**config.mk**
```make
export PLATFORM = sky130hd
export DESIGN_NAME = spi_port_arbiter
export DESIGN_NICKNAME = d
export VERILOG_FILES = /design/src/rtl/spi_port_arbiter.sv
export SDC_FILE = /design/constraint.sdc
export NUM_CORES = 1
export LEC_CHECK = 0
export ABC_AREA = 1
export CORE_MARGIN = 1.5
export CORE_UTILIZATION = 49
export CTS_CLUSTER_DIAMETER = 40
export DETAILED_ROUTE_END_ITERATION = 7
export GPL_TIMING_DRIVEN = 0
export PLACE_DENSITY = 0.85
export SLEW_MARGIN = 0
export SYNTH_ARGS = -nofsm -noshare
export SYNTH_HDL_FRONTEND = slang
export SYNTH_SLANG_ARGS = --single-unit
```
**constraint.sdc**
```tcl
create_clock -name clk -period 2.5 [get_ports clk]
set_input_delay 0.25 -clock clk [delete_from_list [all_inputs] [get_ports clk]]
set_output_delay 0.25 -clock clk [all_outputs]
set_load 0.03 [all_outputs]
```
**src/rtl/spi_port_arbiter.sv**
```systemverilog
// spi_port_arbiter: shares the SPI gateway bus between NPORTS byte-stream ports plus a status register
module spi_port_arbiter #(
    parameter int         NPORTS    = 4,
    parameter logic [7:0] BASE_ADDR = 8'h10,
    parameter logic [7:0] STAT_ADDR = 8'h00
) (
    input  logic                  clk,
    input  logic                  rst,
    input  logic [7:0]            addr,
    input  logic                  sel,
    input  logic [7:0]            rxd,
    input  logic                  rxe,
    input  logic                  txe,
    output logic [7:0]            txd,
    output logic [NPORTS-1:0]     port_sel,
    output logic [NPORTS-1:0]     port_rxe,
    output logic [NPORTS-1:0]     port_txe,
    output logic [7:0]            port_rxd,
    input  logic [8*NPORTS-1:0]   port_txd,
    output logic [7:0]            byte_idx,
    input  logic [NPORTS-1:0]     attn
);
    typedef enum logic [1:0] {IDLE, DECODE, ACTIVE} state_t;
    state_t state, state_nx;
    logic armed, txe_d, tx_req, sel_stat, sel_none, start, done, tx_rise, rx_acc, hit;
    logic [2:0] sel_idx;
    logic [7:0] off, err_cnt, stat_byte;
    logic [NPORTS-1:0] pending, snap;

    always_comb begin
        start = state == IDLE && sel && armed;
        done = state == ACTIVE && !sel;
        state_nx = start ? DECODE : state == DECODE ? ACTIVE : done ? IDLE : state;
        off = addr - BASE_ADDR;
        hit = off < 8'(NPORTS);
        tx_rise = txe && !txe_d && state != IDLE;
        rx_acc = rxe && state == ACTIVE && sel;
        stat_byte = byte_idx == 8'd0 ? 8'(pending) : byte_idx == 8'd1 ? err_cnt : 8'h00;
        txd = state == IDLE || sel_none ? 8'hFF : sel_stat ? stat_byte : port_txd[8*sel_idx +: 8];
    end

    always_ff @(posedge clk) begin
        if (rst) state <= IDLE;
        else state <= state_nx;
    end

    always_ff @(posedge clk) begin
        if (rst) begin
            armed    <= 1'b0;
            txe_d    <= 1'b0;
            tx_req   <= 1'b0;
            port_sel <= '0;
            port_rxe <= '0;
            port_txe <= '0;
            port_rxd <= '0;
            byte_idx <= '0;
            sel_idx  <= '0;
            sel_stat <= 1'b0;
            sel_none <= 1'b0;
            err_cnt  <= '0;
            pending  <= '0;
            snap     <= '0;
        end else begin
            armed    <= armed || !sel;
            txe_d    <= txe;
            tx_req   <= tx_rise;
            port_rxe <= rx_acc ? port_sel : '0;
            port_txe <= tx_rise ? port_sel : '0;
            if (rx_acc && |port_sel) port_rxd <= rxd;
            pending  <= (done && sel_stat ? pending & ~snap : pending) | attn;
            // a bit re-raised after being reported drops out of the snapshot so the clear cannot lose it
            snap     <= start || done ? '0 :
                        tx_req && sel_stat && byte_idx == 8'd0 ? pending & ~attn : snap & ~attn;
            if (start) begin
                port_sel <= hit ? NPORTS'(1) << off[2:0] : '0;
                sel_idx  <= off[2:0];
                sel_stat <= addr == STAT_ADDR;
                sel_none <= !hit && addr != STAT_ADDR;
            end else if (done) begin
                port_sel <= '0;
                sel_idx  <= '0;
                sel_stat <= 1'b0;
                sel_none <= 1'b0;
                byte_idx <= '0;
                if (sel_none && err_cnt != 8'hFF) err_cnt <= err_cnt + 8'd1;
            end else if (rx_acc && byte_idx != 8'hFF) begin
                byte_idx <= byte_idx + 8'd1;
            end
        end
    end
endmodule
```
==> impl_metrics.ini <==
[clock_network]
cts_root_buf = clkbuf_8
h-tree-depth = 2
postCtsSetupBuffers = 0
cts-resized-gates = 9
cts_buffer_depth = 2
ctsHoldBuffers = 0
worstSkewPairLatency_ps = 310
path_clk_slew_ps = 100
clkSinkCount = 54
cts_tree = done
cts_made_buffers = 5

[grt]
antenna_found_initial = 0
grt_max_degree = 19
track_usage = 0.2412
globalRouteOverflowTotal = 0
grt_pass1_wl_um = 12010
grt_pass1_vias = 2754

[timing]
drv_slew = 0
period_share = 0.9341
setup_viol = 0
rsz0062_at_grt = false
tightest_slew_ps = 531.9
hold_ws_ps = 421.0
worst_clock_skew_ps = 6.329
fin_crit_ps = 2335
fmax_ghz = 0.4282
hold_viol = 0
setup_ws_ps = 164.8
finalSetupTns_ps = 0
slew_headroom = 0.6454

[logic_synthesis]
yosysTopAreaCellShare = 0.3888
ys_types = 27
synth_fp_nets = 474
synth_area_leaders = dfxtp_1 (39%), nand2_1 (10%), nor2_1 (10%), inv_1 (6.3%), nand3_1 (6.3%)
synth_largest_area_cell = dfxtp_1
synth_area_per_cell_um2 = 6.732
synthesis.area_um2 = 2780
synth_cells = 413
ys_warn_count = 0
seq_area_frac_synth = 0.3888
ys_ff_latch = 54

[placed_design]
io_buffers = 92
pre_cts_ws_ps = 152.6
gp_congestion = 0.8201
hpwl_um = 5657
dpl.cell_count = 577

[worst_setup_path]
crit_top_cell = nand3_1
crit_fanout = 6
path_cells = inv_1 > ha_1 > nand2_1 > nor2_4 > nor2_1 > nand3_1 > nand3_1 > dlygate4sd2_1
setup.worst_path.start = byte_idx[1]
critPathKind = flop to primary output
r2r_slack_ps = 1010
r2r_end = snap[1]
end_kind = primary output
crit_arrival_ps = 2090
cp-start-kind = flop
worst_ep_required_time_ps = 2250
slowest_delay_ps = 430
r2r-start = byte_idx[0]
worstRegToRegCells = 7
cp_slowest_cell = dfxtp_1

[cells_and_area]
antenna_cells = 0
area_delta_synth_final_pct = 40.10
layout-drive-gt1-share = 0.08382
fillerInstances = 469
fin_cells = 585
final_nets = 573
utilization = 0.7073

[floorplan]
num_rows = 27
initial_core_util = 0.5049
die_area_um2 = 6135
coreArea_um2 = 5507
die_w_um = 78.33
die_h_um = 78.33
io_pins = 93

[drt]
drt_iter0_drc = 153
post_drt_wl_per_cell_um = 12.45
wl_met1_um = 3085
vias = 2996
topRoutingLayerUsed = met4
wl_met3_um = 539
postRouteAntennaNets = 0
route.met2.wl_um = 3587
vias_per_cell = 5.121
wirelength_um = 7281
drc_errors = 0
first_pass_iters = 4

[power]
power_density_nw_per_um2 = 442.1
p_leak_nw = 1.547
ir_drop_mv = 0.3689

[job]
maxCapViolations = 0

[status]
status = completed

[worst_hold_path]
hold_end = tx_req
hold_start = txe_d
holdPathStages = 1
min_path_type = flop to flop
report_power, final:
part           leakage [nW]  internal [mW]  switching [mW]  total [mW]
Clock                0.0591          0.306           0.304       0.610
Combinational          1.05          0.119           0.110       0.230
Sequential            0.438          0.872          0.0107       0.882
per-layer routing:
metal / global-route usage / vias up
li1: - / 1532
met2: 0.4400 / 91
met1: 0.2738 / 1366
met5: 0 / -
met3: 0.07093 / 7
met4: 0.06071 / 0
worst max-delay path: cells and delay by family, from the launching register on:
| family | cells | cell delay (ps) |
|---|---|---|
| buffers and inverters | 2 | 480 |
| flip-flops | 1 | 430 |
| adder cells (fa/ha/maj) | 1 | 250 |
| AND/OR/NAND/NOR | 5 | 610 |
worst max path at each step:
stage                     endpoint  slack [ps]  cells after the start
after CTS                   txd[5]          70                      8
after global routing        txd[6]          20                      8
after global placement      txd[6]         230                      8
after detailed placement    txd[5]         150                      8
after floorplan             txd[4]         640                      7
final                       txd[6]         160                      8
through the flow:
step | total power [mW] | instance area [um^2]
5_1_grt | 1.788 | 3895
2_1_floorplan | 1.002 | 2780
4_1_cts | 1.730 | 3900
3_5_place_dp | 1.135 | 3791
3_3_place_gp | 1.129 | 3791
6_report | 1.722 | 3895
flip-flops by register name, indices dropped and copies added, names as in the netlist:
signal,count
armed,1
sel_none,1
sel_idx,3
port_sel,4
port_rxd,8
txe_d,1
byte_idx,8
port_txe,4
sel_stat,1
state,2
tx_req,1
pending,4
port_rxe,4
snap,4
err_cnt,8
cells in the mapped netlist:
cell	number
clkbuf_1	2
o22ai_1	11
buf_1	1
nor2_4	3
nand3_4	2
nand4_1	5
xor2_1	3
nor3_1	5
o21bai_1	1
nor2_2	7
dfxtp_1	54
nor2_1	75
nand2_4	3
nor3_2	1
ha_1	4
nand3_2	1
inv_2	4
buf_2	3
nand2_1	77
nor4_1	1
a21oi_1	28
inv_4	1
nand3_1	35
o21ai_0	33
inv_1	47
buf_6	1
nand2_2	5
layout make-up:
type / count / area [um^2] / share of cell area
clock inverter: 3 / 47.55 / 0.01221
clock buffer: 5 / 68.82 / 0.01767
inverter: 52 / 197.7 / 0.05075
multi-input combinational: 300 / 1466 / 0.3765
buffer: 7 / 37.54 / 0.009637
tap: 72 / 90.09 / 0.02313
timing repair buffer: 92 / 904.6 / 0.2323
sequential: 54 / 1082 / 0.2779
cells in the final DEF, fill, tap and decap left out, drive strengths merged:
master	count
nand4	5
nor3	6
dfxtp	54
o21bai	1
dlygate4sd2	5
clkbuf	9
bufinv	1
ha	4
nor4	1
o22ai	11
a21oi	28
inv	54
buf	5
nand2	85
xor2	3
clkdlybuf4s15	1
o21ai	33
clkdlybuf4s50	84
nor2	85
nand3	38
cells by family (layout without fill, tap and decap cells):
group                      after synthesis  count (layout)  share of synthesized area
AOI/OAI and AO/OA                       73              73                     0.1373
xor gates and xnor gates                 3               3                   0.009453
adders and majority gates                4               4                    0.01800
buffers and inverters                   59             159                    0.08461
DFF                                     54              54                     0.3888
and+or+nand+nor                        220             220                     0.3618
No activity file was read; power rests on OpenSTA's default activity.
